===== src/rtl/fsm_sym_packer_if.sv =====
// Symbol-in / word-out handshake bundle for fsm_sym_packer.
// master is the packer side, slave is the producer/consumer side.
interface fsm_sym_packer_if #(
    parameter int WORD_W = 8
);
    logic              sym_valid;
    logic [1:0]        sym;
    logic              out_valid;
    logic              out_ready;
    logic [WORD_W-1:0] out_data;

    modport master (
        input  sym_valid, sym, out_ready,
        output out_valid, out_data
    );

    modport slave (
        output sym_valid, sym, out_ready,
        input  out_valid, out_data
    );
endinterface


===== src/rtl/fsm_sym_packer.sv =====
// Packs 2-bit FSM symbols LSB-first into words, buffers them in a FIFO
// and presents them on a valid/ready port with a registered head.
module fsm_sym_packer #(
    parameter int SYMS  = 4,
    parameter int DEPTH = 4,
    parameter int CNT_W = 16
) (
    input  logic             clk,
    input  logic             rst,
    input  logic             clr,
    fsm_sym_packer_if.master bus,
    output logic             ovf,
    output logic [CNT_W-1:0] word_cnt,
    output logic             busy
);
    localparam int WORD_W = 2 * SYMS;
    localparam int IW     = (SYMS > 1) ? $clog2(SYMS) : 1;
    localparam int AW     = (DEPTH > 1) ? $clog2(DEPTH) : 1;

    typedef enum logic {IDLE, FILL} state_t;

    state_t            state, state_n;
    logic [IW-1:0]     idx, idx_n;
    logic [WORD_W-1:0] sreg, sreg_n, word;
    logic              push_req;

    always_ff @(posedge clk or negedge rst) begin
        if (!rst) begin
            state <= IDLE;
            idx   <= '0;
            sreg  <= '0;
        end else begin
            state <= state_n;
            idx   <= idx_n;
            sreg  <= sreg_n;
        end
    end

    always_comb begin
        state_n  = state;
        idx_n    = idx;
        sreg_n   = sreg;
        push_req = 1'b0;
        word     = sreg;
        word[{idx, 1'b0} +: 2] = bus.sym;
        if (clr) begin
            state_n = IDLE;
            idx_n   = '0;
            sreg_n  = '0;
        end else if (bus.sym_valid) begin
            unique case (state)
                IDLE: begin
                    sreg_n  = WORD_W'(bus.sym);
                    idx_n   = IW'(1);
                    state_n = FILL;
                end
                FILL: begin
                    if (idx == IW'(SYMS - 1)) begin
                        push_req = 1'b1;
                        idx_n    = '0;
                        sreg_n   = '0;
                        state_n  = IDLE;
                    end else begin
                        sreg_n = word;
                        idx_n  = idx + IW'(1);
                    end
                end
                default: state_n = IDLE;
            endcase
        end
    end

    assign busy = (state == FILL);

    logic [WORD_W-1:0] mem [DEPTH];
    logic [AW:0]       wr_ptr, rd_ptr, rd_nx, used, rem;
    logic              full, pop, push, drop;

    assign used  = wr_ptr - rd_ptr;
    assign full  = (used == (AW + 1)'(DEPTH));
    assign pop   = bus.out_valid && bus.out_ready;
    assign push  = push_req && (!full || pop);
    assign drop  = push_req && !push;
    assign rd_nx = rd_ptr + {{AW{1'b0}}, pop};
    // The head register lags storage by one edge, so a word pushed now
    // is presented on the following edge.
    assign rem   = used - {{AW{1'b0}}, pop};

    always_ff @(posedge clk) begin
        if (push && !clr)
            mem[wr_ptr[AW-1:0]] <= word;
    end

    always_ff @(posedge clk or negedge rst) begin
        if (!rst) begin
            wr_ptr        <= '0;
            rd_ptr        <= '0;
            bus.out_valid <= 1'b0;
            bus.out_data  <= '0;
            ovf           <= 1'b0;
            word_cnt      <= '0;
        end else if (clr) begin
            wr_ptr        <= '0;
            rd_ptr        <= '0;
            bus.out_valid <= 1'b0;
            bus.out_data  <= '0;
            ovf           <= 1'b0;
            word_cnt      <= '0;
        end else begin
            if (push)
                wr_ptr <= wr_ptr + (AW + 1)'(1);
            rd_ptr        <= rd_nx;
            bus.out_valid <= (rem != '0);
            if (rem != '0)
                bus.out_data <= mem[rd_nx[AW-1:0]];
            if (drop)
                ovf <= 1'b1;
            if (push && !(&word_cnt))
                word_cnt <= word_cnt + CNT_W'(1);
        end
    end
endmodule


===== src/flat_wrapper.sv =====
// flat-port wrapper written by rule: the top's interface ports become plain ports
module fsm_sym_packer_flat 
#(
    parameter int SYMS  = 4,
    parameter int DEPTH = 4,
    parameter int CNT_W = 16
)
  (clk, rst, clr, ovf, word_cnt, busy, bus_sym_valid, bus_sym, bus_out_ready, bus_out_valid, bus_out_data);
  fsm_sym_packer_if #(.WORD_W((2 * SYMS))) bus_i ();
  input  logic clk;
  input  logic rst;
  input  logic clr;
  output logic ovf;
  output logic [CNT_W-1:0] word_cnt;
  output logic busy;
  input wire logic [$bits(bus_i.sym_valid)-1:0] bus_sym_valid;
  input wire logic [$bits(bus_i.sym)-1:0] bus_sym;
  input wire logic [$bits(bus_i.out_ready)-1:0] bus_out_ready;
  output wire logic [$bits(bus_i.out_valid)-1:0] bus_out_valid;
  output wire logic [$bits(bus_i.out_data)-1:0] bus_out_data;
  assign bus_i.sym_valid = bus_sym_valid;
  assign bus_i.sym = bus_sym;
  assign bus_i.out_ready = bus_out_ready;
  assign bus_out_valid = bus_i.out_valid;
  assign bus_out_data = bus_i.out_data;
  fsm_sym_packer #(.SYMS(SYMS), .DEPTH(DEPTH), .CNT_W(CNT_W)) u_core (.clk(clk), .rst(rst), .clr(clr), .bus(bus_i), .ovf(ovf), .word_cnt(word_cnt), .busy(busy));
endmodule

===== config.mk =====
export PLATFORM = sky130hd
export DESIGN_NAME = fsm_sym_packer_flat
export DESIGN_NICKNAME = d
export VERILOG_FILES = /design/src/rtl/fsm_sym_packer_if.sv /design/src/rtl/fsm_sym_packer.sv /design/src/flat_wrapper.sv
export SDC_FILE = /design/constraint.sdc
export NUM_CORES = 1
export LEC_CHECK = 0
export ABC_CLOCK_PERIOD_IN_PS = 7300
export CAP_MARGIN = 20
export CORE_AREA = 4 4 113 93
export DETAILED_ROUTE_END_ITERATION = 8
export DIE_AREA = 0 0 117 97
export HOLD_SLACK_MARGIN = 0.1
export REMOVE_ABC_BUFFERS = 1
export SLEW_MARGIN = 20
export SYNTH_ARGS = -nofsm -noshare
export SYNTH_HDL_FRONTEND = slang
export SYNTH_SLANG_ARGS = --single-unit

===== constraint.sdc =====
create_clock -name clk -period 7.3 [get_ports clk]
set_input_delay 1.46 -clock clk [delete_from_list [all_inputs] [get_ports clk]]
set_output_delay 1.46 -clock clk [all_outputs]
set_load 0.005 [all_outputs]

# Word level (Yosys, flattened, before mapping)

Memory sizes are Yosys's and may differ from the RTL's.
Cells that the tools add are included.

Register bits after elaboration: 43
Bits in writable memories: 32
Logic and storage cells: 68
Memories kept: 1

Memories:

| memory     | words | width | rd ports | clocked after memory_dff | wr ports | RTL line             | source |
|---|---|---|---|---|---|---|---|
| u_core.mem | 4     | 8     | 1        | 0                        | 1        | fsm_sym_packer.sv:75 | `logic [WORD_W-1:0] mem [DEPTH];` |

$add $sub $neg: 7
Eq/ne operators: 2
Shifts and indexed selects: 2
Muxes and demuxes: 29
Bitwise operators: 1
Reduce and logical (&&, ||, !) cells: 17

Operators by type and width:

| kind                                                                  | count |
|---|---|
| 8-bit 2-to-1 mux                                                      | 5 |
| 16-bit 2-to-1 mux                                                     | 2 |
| 16-bit by 1-bit adder with 16-bit output, second input constant       | 1 |
| 8-bit one-hot mux with 2 select lines                                 | 1 |
| 16-bit AND reduction                                                  | 1 |
| 1-bit 2-to-1 mux                                                      | 12 |
| 2-bit nonzero test                                                    | 5 |
| 3-bit 2-to-1 mux                                                      | 3 |
| 8-bit bitwise mux                                                     | 1 |
| 2-bit by 5-bit variable shift with 8-bit output, first input constant | 1 |
| 2-bit by 5-bit variable part select with 8-bit output                 | 1 |
| 2-bit 2-to-1 mux                                                      | 3 |
| 1-bit logical AND                                                     | 5 |
| 3-bit negation with 5-bit output                                      | 1 |
| 1-bit logical NOT                                                     | 4 |
| 2-bit one-hot mux with 2 select lines                                 | 1 |
| 3-bit by 1-bit adder with 3-bit output                                | 1 |
| 3-bit by 1-bit adder with 3-bit output, second input constant         | 1 |
| 3-bit equality test, second input constant                            | 1 |
| 3-bit nonzero test                                                    | 1 |
| 3-bit by 1-bit subtractor with 3-bit output                           | 1 |
| 3-bit subtractor                                                      | 1 |
| 2-bit by 1-bit adder with 2-bit output, second input constant         | 1 |
| 2-bit equality test, second input constant                            | 1 |
| 3 further kinds                                                       | 3 |

# Logic depth before layout (Yosys ltp)

Gate-level depths: netlist (run 1).

Depth after elaboration: 10
Mapped depth: 10
Depth with buffers taken out: 8

# Least setup slack after synthesis (run 1)

Ideal clock, no wire load.

Kind: in2reg
From: in bus_sym_valid
To: mem u_core.mem[3][0], enable pin
Data arrival time: 2910 ps
Required time: 6917 ps
Slack: 4007 ps
Stages: 6
Buffers on the path: 3
Cells stage by stage: clkbuf_1 and3_2 o31ai_4 buf_4 buf_4 nor3_1

Word-level cells in the longest chain between the ends: 6

RTL lines:

| element                                | RTL line             | source |
|---|---|---|
| from (decl)                            | flat_wrapper.sv:16   | `input wire logic [$bits(bus_i.sym_valid)-1:0] bus_sym_valid;` |
| 1-bit 2-to-1 mux                       | fsm_sym_packer.sv:50 | `end else if (bus.sym_valid) begin` |
| 1-bit 2-to-1 mux                       | fsm_sym_packer.sv:46 | `if (clr) begin` |
| 1-bit logical AND                      | fsm_sym_packer.sv:82 | `assign push = push_req && (!full \|\| pop);` |
| 1-bit logical AND                      | fsm_sym_packer.sv:90 | `if (push && !clr)` |
| 1-bit 2-to-1 mux                       | fsm_sym_packer.sv:90 |  |
| 1-bit 2-to-1 mux (not written as such) | fsm_sym_packer.sv:91 | `mem[wr_ptr[AW-1:0]] <= word;` |
| to (decl)                              | fsm_sym_packer.sv:75 |  |

No other way between the ends.

# Worst setup path after layout (run 1)

From: in bus_sym_valid
To: mem u_core.mem[3][7], enable pin

The elaborated chain is that of the path after synthesis.

==> results of run 1 <==
-- area by class of cell --
class	instances	area share (%)
inverters	21	1.79
flip-flops and latches	75	46.3
repair buffers	35	7.77
clock buffers	9	5.12
multi-input cells	198	33.9
well taps	119	3.39
clock inverters	7	1.71
-- through the flow --
stage	hold WS, ns	total power [mW]	cells	instance area [um2]
finish	0.490	1.11	464	4400
global placement	0.472	0.672	447	4080
global route	0.508	1.16	464	4400
detailed placement	0.479	0.676	447	4080
CTS	0.493	1.12	463	4380
floorplan	0.454	0.593	294	3600
-- synthesized netlist by cell type, types with 5 or more instances --
cell type and count:
sky130_fd_sc_hd__nand3_1 18, sky130_fd_sc_hd__and2_1 5, sky130_fd_sc_hd__nand2_1 5, sky130_fd_sc_hd__o31ai_1 5, sky130_fd_sc_hd__dfrtp_1 43, sky130_fd_sc_hd__nor4_1 8
sky130_fd_sc_hd__inv_1 21, sky130_fd_sc_hd__clkbuf_1 8, sky130_fd_sc_hd__edfxtp_1 32, sky130_fd_sc_hd__or4_1 10, sky130_fd_sc_hd__nand2b_1 7, sky130_fd_sc_hd__nor2_1 17
sky130_fd_sc_hd__nor2b_1 9, sky130_fd_sc_hd__mux4_2 8, sky130_fd_sc_hd__mux2_2 8, sky130_fd_sc_hd__ha_1 14, sky130_fd_sc_hd__nor3_1 5, sky130_fd_sc_hd__o21ai_0 16
sky130_fd_sc_hd__a21oi_1 27
-- worst max-delay path: cells and delay by family --
kind,cells,cell delay (ns)
AOI/OAI and AO/OA,1,0.13
and+or+nand+nor,2,0.81
buffers and inverters,2,1.01
-- worst paths after layout --
| kind | startpoint | end | slack [ns] | cells after the start |
|---|---|---|---|---|
| max | bus_sym_valid | u_core.mem[3][7] | 3.85 | 5 |
| min | u_core.sreg[7] | u_core.sreg[7] | 0.49 | 1 |
| max reg2reg | u_core.wr_ptr[0] | u_core.mem[3][7] | 4.55 | 8 |
| min reg2reg | u_core.sreg[7] | u_core.sreg[7] | 0.49 | 1 |
| max in group asynchronous | rst | u_core.sreg[6] | 5.78 | 1 |
| min in group asynchronous | rst | u_core.bus.out_data[6] | 1.12 | 1 |
-- metal layers --
metal | vias to the layer above | GRT usage (%) | wire [um]
li1 | 1205 | - | -
met3 | 6 | 4.13 | 392
met2 | 55 | 19.6 | 3250
met1 | 1211 | 19.9 | 3580
met5 | - | 0 | 0
met4 | 0 | 3.44 | 78
-- registers in the layout, summed over array words and instances (netlist names), 2 cells and up --
register,cells
u_core.bus.out_data,8
u_core.idx,2
u_core.mem,32
u_core.rd_ptr,3
u_core.sreg,8
u_core.word_cnt,16
u_core.wr_ptr,3
-- cell families after synthesis --
logic type | count (synthesis) | share of synthesized area, %
fa+ha+maj | 15 | 5.31
buf+inv | 37 | 4.22
mux | 17 | 7.62
xor+xnor | 5 | 1.63
compound gates | 56 | 8.91
simple gates | 105 | 16.9
flops | 75 | 55.4
-- power groups by stage --
stage | clock [mW] | combinational (mW) | sequential [mW]
final | 0.443 | 0.191 | 0.472
after global routing | 0.469 | 0.215 | 0.475
after CTS | 0.453 | 0.196 | 0.473
after detailed placement | 0 | 0.195 | 0.481
after global placement | 0 | 0.192 | 0.480
after floorplan | 0 | 0.112 | 0.482
-- placed cells by master (no fill, tap or decap), types with 2 or more instances in the layout --
cell,n
sky130_fd_sc_hd__or4_1,10
sky130_fd_sc_hd__nand4b_1,2
sky130_fd_sc_hd__clkinv_2,2
sky130_fd_sc_hd__nor4bb_1,2
sky130_fd_sc_hd__nand2b_1,7
sky130_fd_sc_hd__nand2_1,5
sky130_fd_sc_hd__nand3_1,18
sky130_fd_sc_hd__o21ai_0,16
sky130_fd_sc_hd__inv_1,21
sky130_fd_sc_hd__nor4_1,8
sky130_fd_sc_hd__o32ai_1,2
sky130_fd_sc_hd__inv_6,2
sky130_fd_sc_hd__or3_1,4
sky130_fd_sc_hd__edfxtp_1,32
sky130_fd_sc_hd__or2_2,2
sky130_fd_sc_hd__clkdlybuf4s50_1,31
sky130_fd_sc_hd__mux2_2,8
sky130_fd_sc_hd__and2_1,5
sky130_fd_sc_hd__nor2_1,17
sky130_fd_sc_hd__mux4_2,8
sky130_fd_sc_hd__nor3_1,4
sky130_fd_sc_hd__ha_1,14
sky130_fd_sc_hd__buf_4,2
sky130_fd_sc_hd__clkinv_4,2
sky130_fd_sc_hd__nor2b_1,9
sky130_fd_sc_hd__o22ai_1,2
sky130_fd_sc_hd__xnor2_1,3
sky130_fd_sc_hd__dfrtp_1,43
sky130_fd_sc_hd__a211oi_1,2
sky130_fd_sc_hd__nand4_1,3
sky130_fd_sc_hd__clkbuf_16,9
sky130_fd_sc_hd__o31ai_1,5
sky130_fd_sc_hd__a21oi_1,27
==> impl_summary.md, run 1 <==
Pwr
Internal power comes to 816 uW. The clock network accounts for 40.0% of the total power. The analysis attributes to net switching a power of 290 uW.

The share of total power dissipated in combinational logic is 17.3%. The switching part of the total is 26.3%. Dividing total power by cell area gives a power density of 252 nW/um2.

The peak supply drop is 96.0 uV. The reported leakage power is 1.65 nW. Of the total power, registers draw 42.7%.

Clock network
The buffer type at the clock tree root is sky130_fd_sc_hd__clkbuf_16. For the worst-skew pair, the clock arrives at the later sink with an insertion delay of 0.33 ns. The number of buffers added for setup after CTS is 0.

The total of cells resized after clock tree synthesis is 0. Clock tree synthesis inserted a total of 9 buffers. The TritonCTS clock tree is yes. The hold-fix buffer count after cts is 0. The H-tree generated during clock tree synthesis spans 3 levels. The clock sink count is 75. Clock-pin slew was measured on the worst setup and hold paths at 0.06 ns. The clock passes through at most 2 buffers.

Placement
Once detailed placement completed, the half-perimeter wirelength came to 4.97 mm. Timing analysis after detailed placement gives a worst setup slack of 3.12 ns. Input and output buffers added on the ports amount to 33. The congestion estimate from routability-driven global placement came to 0.757.

Yosys
The gate count after technology mapping is 310. The register area share after synthesis is 55.4%. The number of distinct library cells after synthesis is 46. The number of enable flip-flop cells after synthesis is 32. The share of flip-flops with an asynchronous set or reset after synthesis is 57.3%. The area of the mapped netlist is 3680 um2. The per-instance average area after synthesis is 11.9 um2. The register bit total from synthesis is 75. The share of the synthesized area in the top cell type is 29.3%.

The post-synthesis cell type with the largest combined area is sky130_fd_sc_hd__dfrtp_1. The top flip-flop cell by instance count after synthesis is sky130_fd_sc_hd__dfrtp_1. The Yosys step of the flow raised 0 warnings.

In the post-synthesis netlist, the biggest area contributors are sky130_fd_sc_hd__dfrtp_1 29%, sky130_fd_sc_hd__edfxtp_1 26%, sky130_fd_sc_hd__mux4_2 4.9%.

Detailed routing
After detailed routing, the total wire length is 7.30 mm. In this run, the number of DRC markers left after iteration 0 of detailed routing was 100. In the routed layout, each cell is associated on average with a via count of 5.34. The remaining antenna violation count after routing is 0.

The routed via count is 2477. The number of iterations in the first detailed-routing pass is 4. In the routed design, unresolved DRC markers number 0.

The wire length per cell is 15.7 um.

Critical path
The slowest cell on the critical path is sky130_fd_sc_hd__clkdlybuf4s50_1. The critical path in this run is classified as input port to flip-flop. The largest driver fanout on the critical path is 26.

For the worst setup path, the data arrival time is 3.41 ns. The worst setup path is launched from an input port. Walking the worst path, the cells encountered are clkdlybuf4s50_1 > and3_2 > o31ai_4 > buf_6 > nor3_2. The data required time of the critical path is 7.26 ns. The critical path endpoint category is a flip-flop. The delay contributed by the slowest stage of the critical path is 0.81 ns.

Job
The number of maximum-capacitance violations is 0.

Layout
The final standard cell utilization of the core is 46.5%. Of the cells placed in the final design, the portion with a size suffix greater than 1 is 13.3%. The post-synthesis to final-layout area growth is 19.6%. The sequential cell area in the final layout is 2040 um2.

After filler insertion, the fill cell instance count of the layout stands at 878. The multi-input combinational cell area is 1490 um2. The number of diodes added for antenna fixing is 0.

The count of nets after finishing is 362.

Global route
The pin count of the biggest net entering global routing is 51. The global-route wire length before repair is 12.0 mm. The number of global-route vias before repair is 2358. The number of antenna violations at the first check in global routing came to 0. The aggregate global-route resource usage is 13.6%.

The global route total overflow is 0.

Timing
Setup repair after global routing left no endpoint under its margin. The minimum clock period is 3.45 ns. Setup slack closes at 3.85 ns. The number of hold-slack violations in the final timing report is 0. Across the routed clock network, the largest skew measured is 0.00738 ns. The total of endpoints with negative setup slack in the final report is 0. The final number of max-transition violations is 0. The final-layout setup total negative slack is 0 ns.

The worst pin sits at a relative slew slack of 36.8%. For the pin with the worst max-slew slack, the measured transition is 0.948 ns. Static timing analysis puts the maximum clock frequency at 0.290 GHz. The worst path uses 47.2% of the clock period.

Hold path
The worst hold path belongs to the class flip-flop to flip-flop.

Floorplanning
The core region is 9450 um2. The number of primary I/O pins is 34. The floorplan step set the die width to 117 um. The height of the die is 97 um. The site row count is 32.

The starting utilization of the core area is 38.9%. The floorplan step defined a die boundary enclosing 11300 um2.

Status
The flow ran to the end, and the final reports show no timing, DRC or antenna violations.
No activity file was read; power rests on OpenSTA's default activity.
==> run 2, diff against run 1 <==
ABC_CLOCK_PERIOD_IN_PS = 3400   (was 7300)
clock period = 3.4 ns   (was 7.3 ns; I/O delays follow)
==> impl_summary.md, run 2 (synthesis results as in run 1) <==
Timing
Based on the critical path, the design can be clocked at up to 0.370 GHz. The routed design could run at a clock period as short as 2.70 ns. The final number of max-transition violations is 0. The final-layout setup total negative slack is 0 ns.

Setup repair after global routing left no endpoint under its margin. Dividing the final minimum period by the clock period gives 79.4%. The transition time at the pin with the least slew margin is 0.851 ns. The number of hold-slack violations in the final timing report is 0. Setup violations remaining at the end of the flow were counted as 0. For the final database, setup skew stands at 0.00559 ns. In this run the tightest slew margin relative to its limit is 42.8%.

Clock network
The number of buffers added for setup after CTS is 0. The deepest clock path buffer count is 2. The deepest level of the CTS H-tree is 3.

Counting the buffers created by CTS gives 9. Hold repair after CTS inserted 0 buffers. The total of cells resized after clock tree synthesis is 0. After clock tree synthesis, the clock-pin slew on the worst setup and hold paths is 0.06 ns. TritonCTS built the clock tree. Clock tree synthesis selected as its root buffer the cell sky130_fd_sc_hd__clkbuf_16. The clock latency at the later pin of the worst-skew pair is 0.33 ns. For this design, the sink count on the clock tree is 75.

Critical path
Along the worst path, the maximum fanout reaches 26. The data required time of the critical path is 3.62 ns. The setup path with the least slack is of type flip-flop to flip-flop. The worst register-to-register path has a setup slack of 0.70 ns. The endpoint of the most critical register-to-register path is u_core.word_cnt[9]. Measured in cells, the most critical reg-to-reg path has a length of 9. The startpoint type of the worst setup path is a flip-flop.

The worst setup path is captured at a flip-flop. STA puts the critical path data arrival time at 2.92 ns. The worst reg2reg path startpoint is u_core.wr_ptr[0].

Detailed routing
The amount of wire on met2 after detailed routing is 3.26 mm. In the routed design, unresolved DRC markers number 0. The wire length per cell is 15.6 um. The routed layout has 2471 vias. After detailed routing, the number of vias per cell comes to 5.29.

For this block, the routed nets add up to 7.30 mm of wire. The violation count after the first detailed-route iteration is 105. The remaining antenna violation count after routing is 0. For this run, the detailed router's first-pass iteration total came to 4. After detailed routing, the wire length on met1 is 3.74 mm. The highest signal layer in the routed design is met4. The met3 wire length is 249 um.

Pwr
The total chip power is 2.45 mW. IR analysis of the VDD net gives a maximum drop of 240 uV. The reported leakage power is 1.68 nW.

The cell area power density is 550 nW/um2.

Floorplanning
The die is 97 um tall. The floorplan step defined a die boundary enclosing 11300 um2. The site row count is 32. Once the floorplan was initialized, standard cells occupied 38.9% of the core. During I/O placement, the number of pins put on the boundary was 34.

The die extent in x is 117 um. The floorplan step defined a core boundary enclosing 9450 um2.

Global route
Global routing used 14.1% of the available tracks. Entering global routing, the biggest net connects 44 pins. The number of antenna violations at the first check in global routing is 0. The global route total overflow is 0. The first global-routing pass estimated 12.6 mm of wire.

The number of global-route vias before repair is 2440.

Status
The flow ran to the end, and the final reports show no timing, DRC or antenna violations.

Layout
The finished layout holds 467 standard cells, fillers aside. The count of nets after finishing is 365. In the final layout, the share of cells above drive strength 1 is 13.8%.

The number of diodes added for antenna fixing is 0. From synthesis to final layout, the design area changed by 21.0%. The leading cell type in the layout, fill and taps excluded is sky130_fd_sc_hd__dfrtp_1. In the layout the commonest cells are 43 x sky130_fd_sc_hd__dfrtp_1, 32 x sky130_fd_sc_hd__edfxtp_1, 31 x sky130_fd_sc_hd__clkdlybuf4s50_1. The register with the most flip-flops in the layout has 32 of them.

The number of inserted filler cells in the final layout is 871.

Placement
The count of input and output buffers is 33. The total instance count after detailed placement is 451. The congestion estimate from routability-driven global placement came to 0.809.

The half-perimeter wire length of the detailed placement result is 5.07 mm.

Job
The number of maximum-capacitance violations is 0.

Hold path
The min-delay analysis places its worst path in the category input port to async pin.
run 2: cell types whose count changed in the layout (fill, tap and decap cells not counted):
cell | before | now
sky130_fd_sc_hd__buf_6 | 1 | 0
sky130_fd_sc_hd__buf_4 | 2 | 5
sky130_fd_sc_hd__clkinv_2 | 2 | 1
sky130_fd_sc_hd__bufinv_16 | 1 | 2
sky130_fd_sc_hd__buf_12 | 0 | 1
sky130_fd_sc_hd__nor3_1 | 4 | 5
sky130_fd_sc_hd__nor3_2 | 1 | 0
run 2: critical path, cell delays in order (launching register included):
cell                       delay [ns]
sky130_fd_sc_hd__dfrtp_1         0.40
sky130_fd_sc_hd__inv_1           0.17
sky130_fd_sc_hd__ha_1            0.17
sky130_fd_sc_hd__inv_1           0.05
sky130_fd_sc_hd__fa_1            0.52
sky130_fd_sc_hd__nand2b_1        0.18
sky130_fd_sc_hd__o31ai_4         0.14
sky130_fd_sc_hd__buf_12          0.19
sky130_fd_sc_hd__nor4_1          0.39
sky130_fd_sc_hd__mux2_2          0.37
run 2: layout make-up:
cell class	count	area, um2	share of cell area (%)
repair buffers	38	373	8.38
inverters	21	78.8	1.77
flip-flops and latches	75	2040	45.8
multi-input cells	198	1490	33.4
clock buffers	9	225	5.06
well taps	119	149	3.35
clock inverters	7	100	2.25
run 2: worst max-delay path by stage:
stage | startpoint | to | cells after the start
floorplan | u_core.wr_ptr[0] | u_core.mem[0][0] | 8
global placement | bus_out_ready | u_core.bus.out_data[7] | 6
global route | u_core.wr_ptr[0] | u_core.word_cnt[9] | 9
detailed placement | bus_out_ready | u_core.bus.out_data[0] | 6
CTS | u_core.wr_ptr[0] | u_core.word_cnt[9] | 9
finish | u_core.wr_ptr[0] | u_core.word_cnt[9] | 9
run 2: layer usage:
layer | global-route usage (%) | up-vias
met3 | 4.32 | 4
met2 | 19.5 | 43
li1 | - | 1210
met1 | 21.3 | 1214
met4 | 3.97 | 0
met5 | 0 | -
run 2: report_power, final:
part	switching (mW)	total [mW]	internal, mW
combinational	0.216	0.407	0.191
clock	0.377	1.03	0.649
sequential	0.0269	1.01	0.988
run 2: through the flow:
stage                     utilization (%)  instance area (um2)  hold slack (ns)  worst slack, ns
after global placement               43.6                 4120            0.474            0.649
after floorplan                         -                 3600            0.384            0.713
after CTS                            47.0                 4450            0.494            0.666
after detailed placement             43.6                 4120            0.476            0.579
final                                47.1                 4450            0.329            0.699
after global routing                 47.1                 4450            0.395            0.514
==> run 3, diff against run 2 <==
ABC_CLOCK_PERIOD_IN_PS = 2550   (was 3400)
clock period = 2.55 ns   (was 3.4 ns; I/O delays follow)
==> impl_summary.md, run 3 (synthesis results as in run 1) <==
Status
The flow ran to the end, and the final reports show no timing, DRC or antenna violations.

Critical path
The signal on the critical path passes through inv_1 > ha_1 > inv_1 > fa_1 > nand2b_4 > o31ai_4 > buf_12 > buf_4 > or4_1 > a21oi_2. The beginning of the critical path is u_core.wr_ptr[0]. The cell repeated most along the worst path is sky130_fd_sc_hd__inv_1. Among all stages on the critical path, the largest delay is contributed by sky130_fd_sc_hd__or4_1. The number of cells traversed by the worst register-to-register path is 10. The critical path endpoint category is a flip-flop. The critical path data arrival time is 2.69 ns.

Of all nets on the critical path, the largest fanout is 13. The worst setup path is of the flip-flop to flip-flop kind. The largest single stage delay on the critical path is 0.52 ns. The startpoint type of the worst setup path is a flip-flop.

In this run the critical register-to-register path is launched from u_core.wr_ptr[0]. Data on the critical path is required at its endpoint by 2.81 ns. The dominant delay contributor by cell family on the critical path is simple AND/OR/NAND/NOR gates. The buffer and inverter count on the worst path is 4.

Counting buffers and inverters, the worst setup path is 10 cells deep.

Floorplanning
The site row count is 32. Measured along the x axis, the die boundary spans 117 um. The starting utilization of the core area is 38.9%. In this run the count of I/O pins placed on the die edge is 34. In this run the standard cell core region covers 9450 um2. The die area is 11300 um2. Measured along the y axis, the die boundary spans 97 um.

Placement
The final weighted congestion of routability-driven global placement is 0.762. Summed over all nets, the half-perimeter wirelength after detailed placement is 5.33 mm. During placement, the flow inserted port buffers numbering 33. Summing all placed instances gives a cell area of 4260 um2.

Pwr
The design draws 3.17 mW. The worst-case IR drop observed on VDD is 373 uV. Summed over all cells, the static leakage comes to 1.73 nW.

The cell area power density is 695 nW/um2.

Timing
The maximum clock rate is 0.411 GHz. The worst path uses 95.5% of the clock period. The clock arrives with 0.00893 ns of skew.

Setup repair after global routing could not meet its margin everywhere. The worst pin sits at a relative slew slack of 60.9%. For the pin with the worst max-slew slack, the measured transition is 0.587 ns. The minimum clock period is 2.43 ns. The final number of max-transition violations is 0. Hold timing on the final database bottoms out at a slack of 0.260 ns. The number of hold-slack violations in the final timing report is 0. Setup violations remaining at the end of the flow were counted as 0.

Layout
The repair_antennas step left the layout with diodes totalling 0. The number of inserted filler cells in the final layout is 856. Of the cells placed in the final design, the portion with a size suffix greater than 1 is 18.5%. The post-layout instance area is 4560 um2. The post-synthesis to final-layout area growth is 24.0%. The leading cell type in the layout, fill and taps excluded is sky130_fd_sc_hd__dfrtp_1.

The library cells used most frequently in the layout, excluding fill and tap cells, are 43 x sky130_fd_sc_hd__dfrtp_1, 32 x sky130_fd_sc_hd__edfxtp_1, 31 x sky130_fd_sc_hd__clkdlybuf4s50_1. The flip-flop count of the largest register after layout is 32. The count of nets after finishing is 380.

Clock network
The clock sink count is 75. The TritonCTS clock tree is yes. The clock latency at the later pin of the worst-skew pair is 0.34 ns. The deepest clock path buffer count is 2.

The H-tree was split into 3 levels. The hold-fix buffer count after cts is 0. In this run, CTS created clock tree buffers numbering 9. The buffer type at the clock tree root is sky130_fd_sc_hd__clkbuf_16. The clock-pin slew on the worst setup and hold paths is 0.06 ns.

Global route
The number of antenna violations at the first check in global routing came to 0. The pin count of the biggest net entering global routing is 44. The global-route wire length before repair is 12.6 mm. The number of global-route vias before repair is 2389. The aggregate global-route resource usage is 14.3%. The global route total overflow is 0.

Detailed routing
The DRC violations left is 0. The remaining antenna violation count after routing is 0. Detailed routing inserted a total of 2551 vias. The violation count after the first detailed-route iteration is 208.

The total wirelength of the detailed-routed design is 7.69 mm. The detailed-route vias per instance is 5.29. The number of iterations in the first detailed-routing pass is 5. The wire length per cell is 16.0 um.

Hold path
The path class of the lowest-slack min-delay path is input port to async pin.

Job
The number of maximum-capacitance violations is 0.
## run 3: area by class of cell
cell class                      instances  area [um2]  area share, %
Sequential cell                        75        2040           44.7
Tap cell                              119         149           3.27
Inverter                               21        78.8           1.73
Multi-Input combinational cell        198        1510           33.1
Clock buffer                            9         225           4.94
Clock inverter                          7        51.3           1.13
Timing Repair Buffer                   53         508           11.1
## run 3: path summary, 6_finish.rpt
kind                                          endpoint  slack [ns]
max in group asynchronous          u_core.word_cnt[11]        1.89
worst max-delay path               u_core.word_cnt[15]        0.12
worst min register to register          u_core.sreg[7]        0.48
worst max register to register     u_core.word_cnt[15]        0.12
min in group clk                        u_core.sreg[7]        0.48
worst min-delay path            u_core.bus.out_data[2]        0.26
## run 3: through the flow
step	TNS, ns	utilization (%)	std cells	worst slack, ns
after floorplan	-4.48	-	294	-0.137
after global placement	0	45.1	466	0.0971
after detailed placement	0	45.1	466	0.0724
after CTS	0	48.0	482	0.0559
after global routing	-0.0206	48.2	482	-0.0206
final	0	48.2	482	0.116
## run 3: per-layer routing
metal	share of wire (%)	wire (um)	GRT usage (%)	up-vias
met4	1.2	89	4.59	0
met5	0	0	0	-
met3	4.3	327	4.32	8
met2	41	3160	18.2	48
li1	-	-	-	1239
met1	54	4120	22.9	1256
## run 3: repair_timing
item | 4_1_cts | 5_1_grt
setup buffers | 0 | 0
endpoints found under the setup margin | 0 | 5
gates resized for setup | 0 | 4
hold endpoints to repair | 0 | 0
## run 3: report_power, final
group	internal, mW	leakage, nW	switching (mW)	total (mW)
registers	1.32	0.886	0.0361	1.35
clock network	0.663	0.132	0.517	1.18
logic	0.327	0.717	0.309	0.636
total	2.31	1.73	0.862	3.17
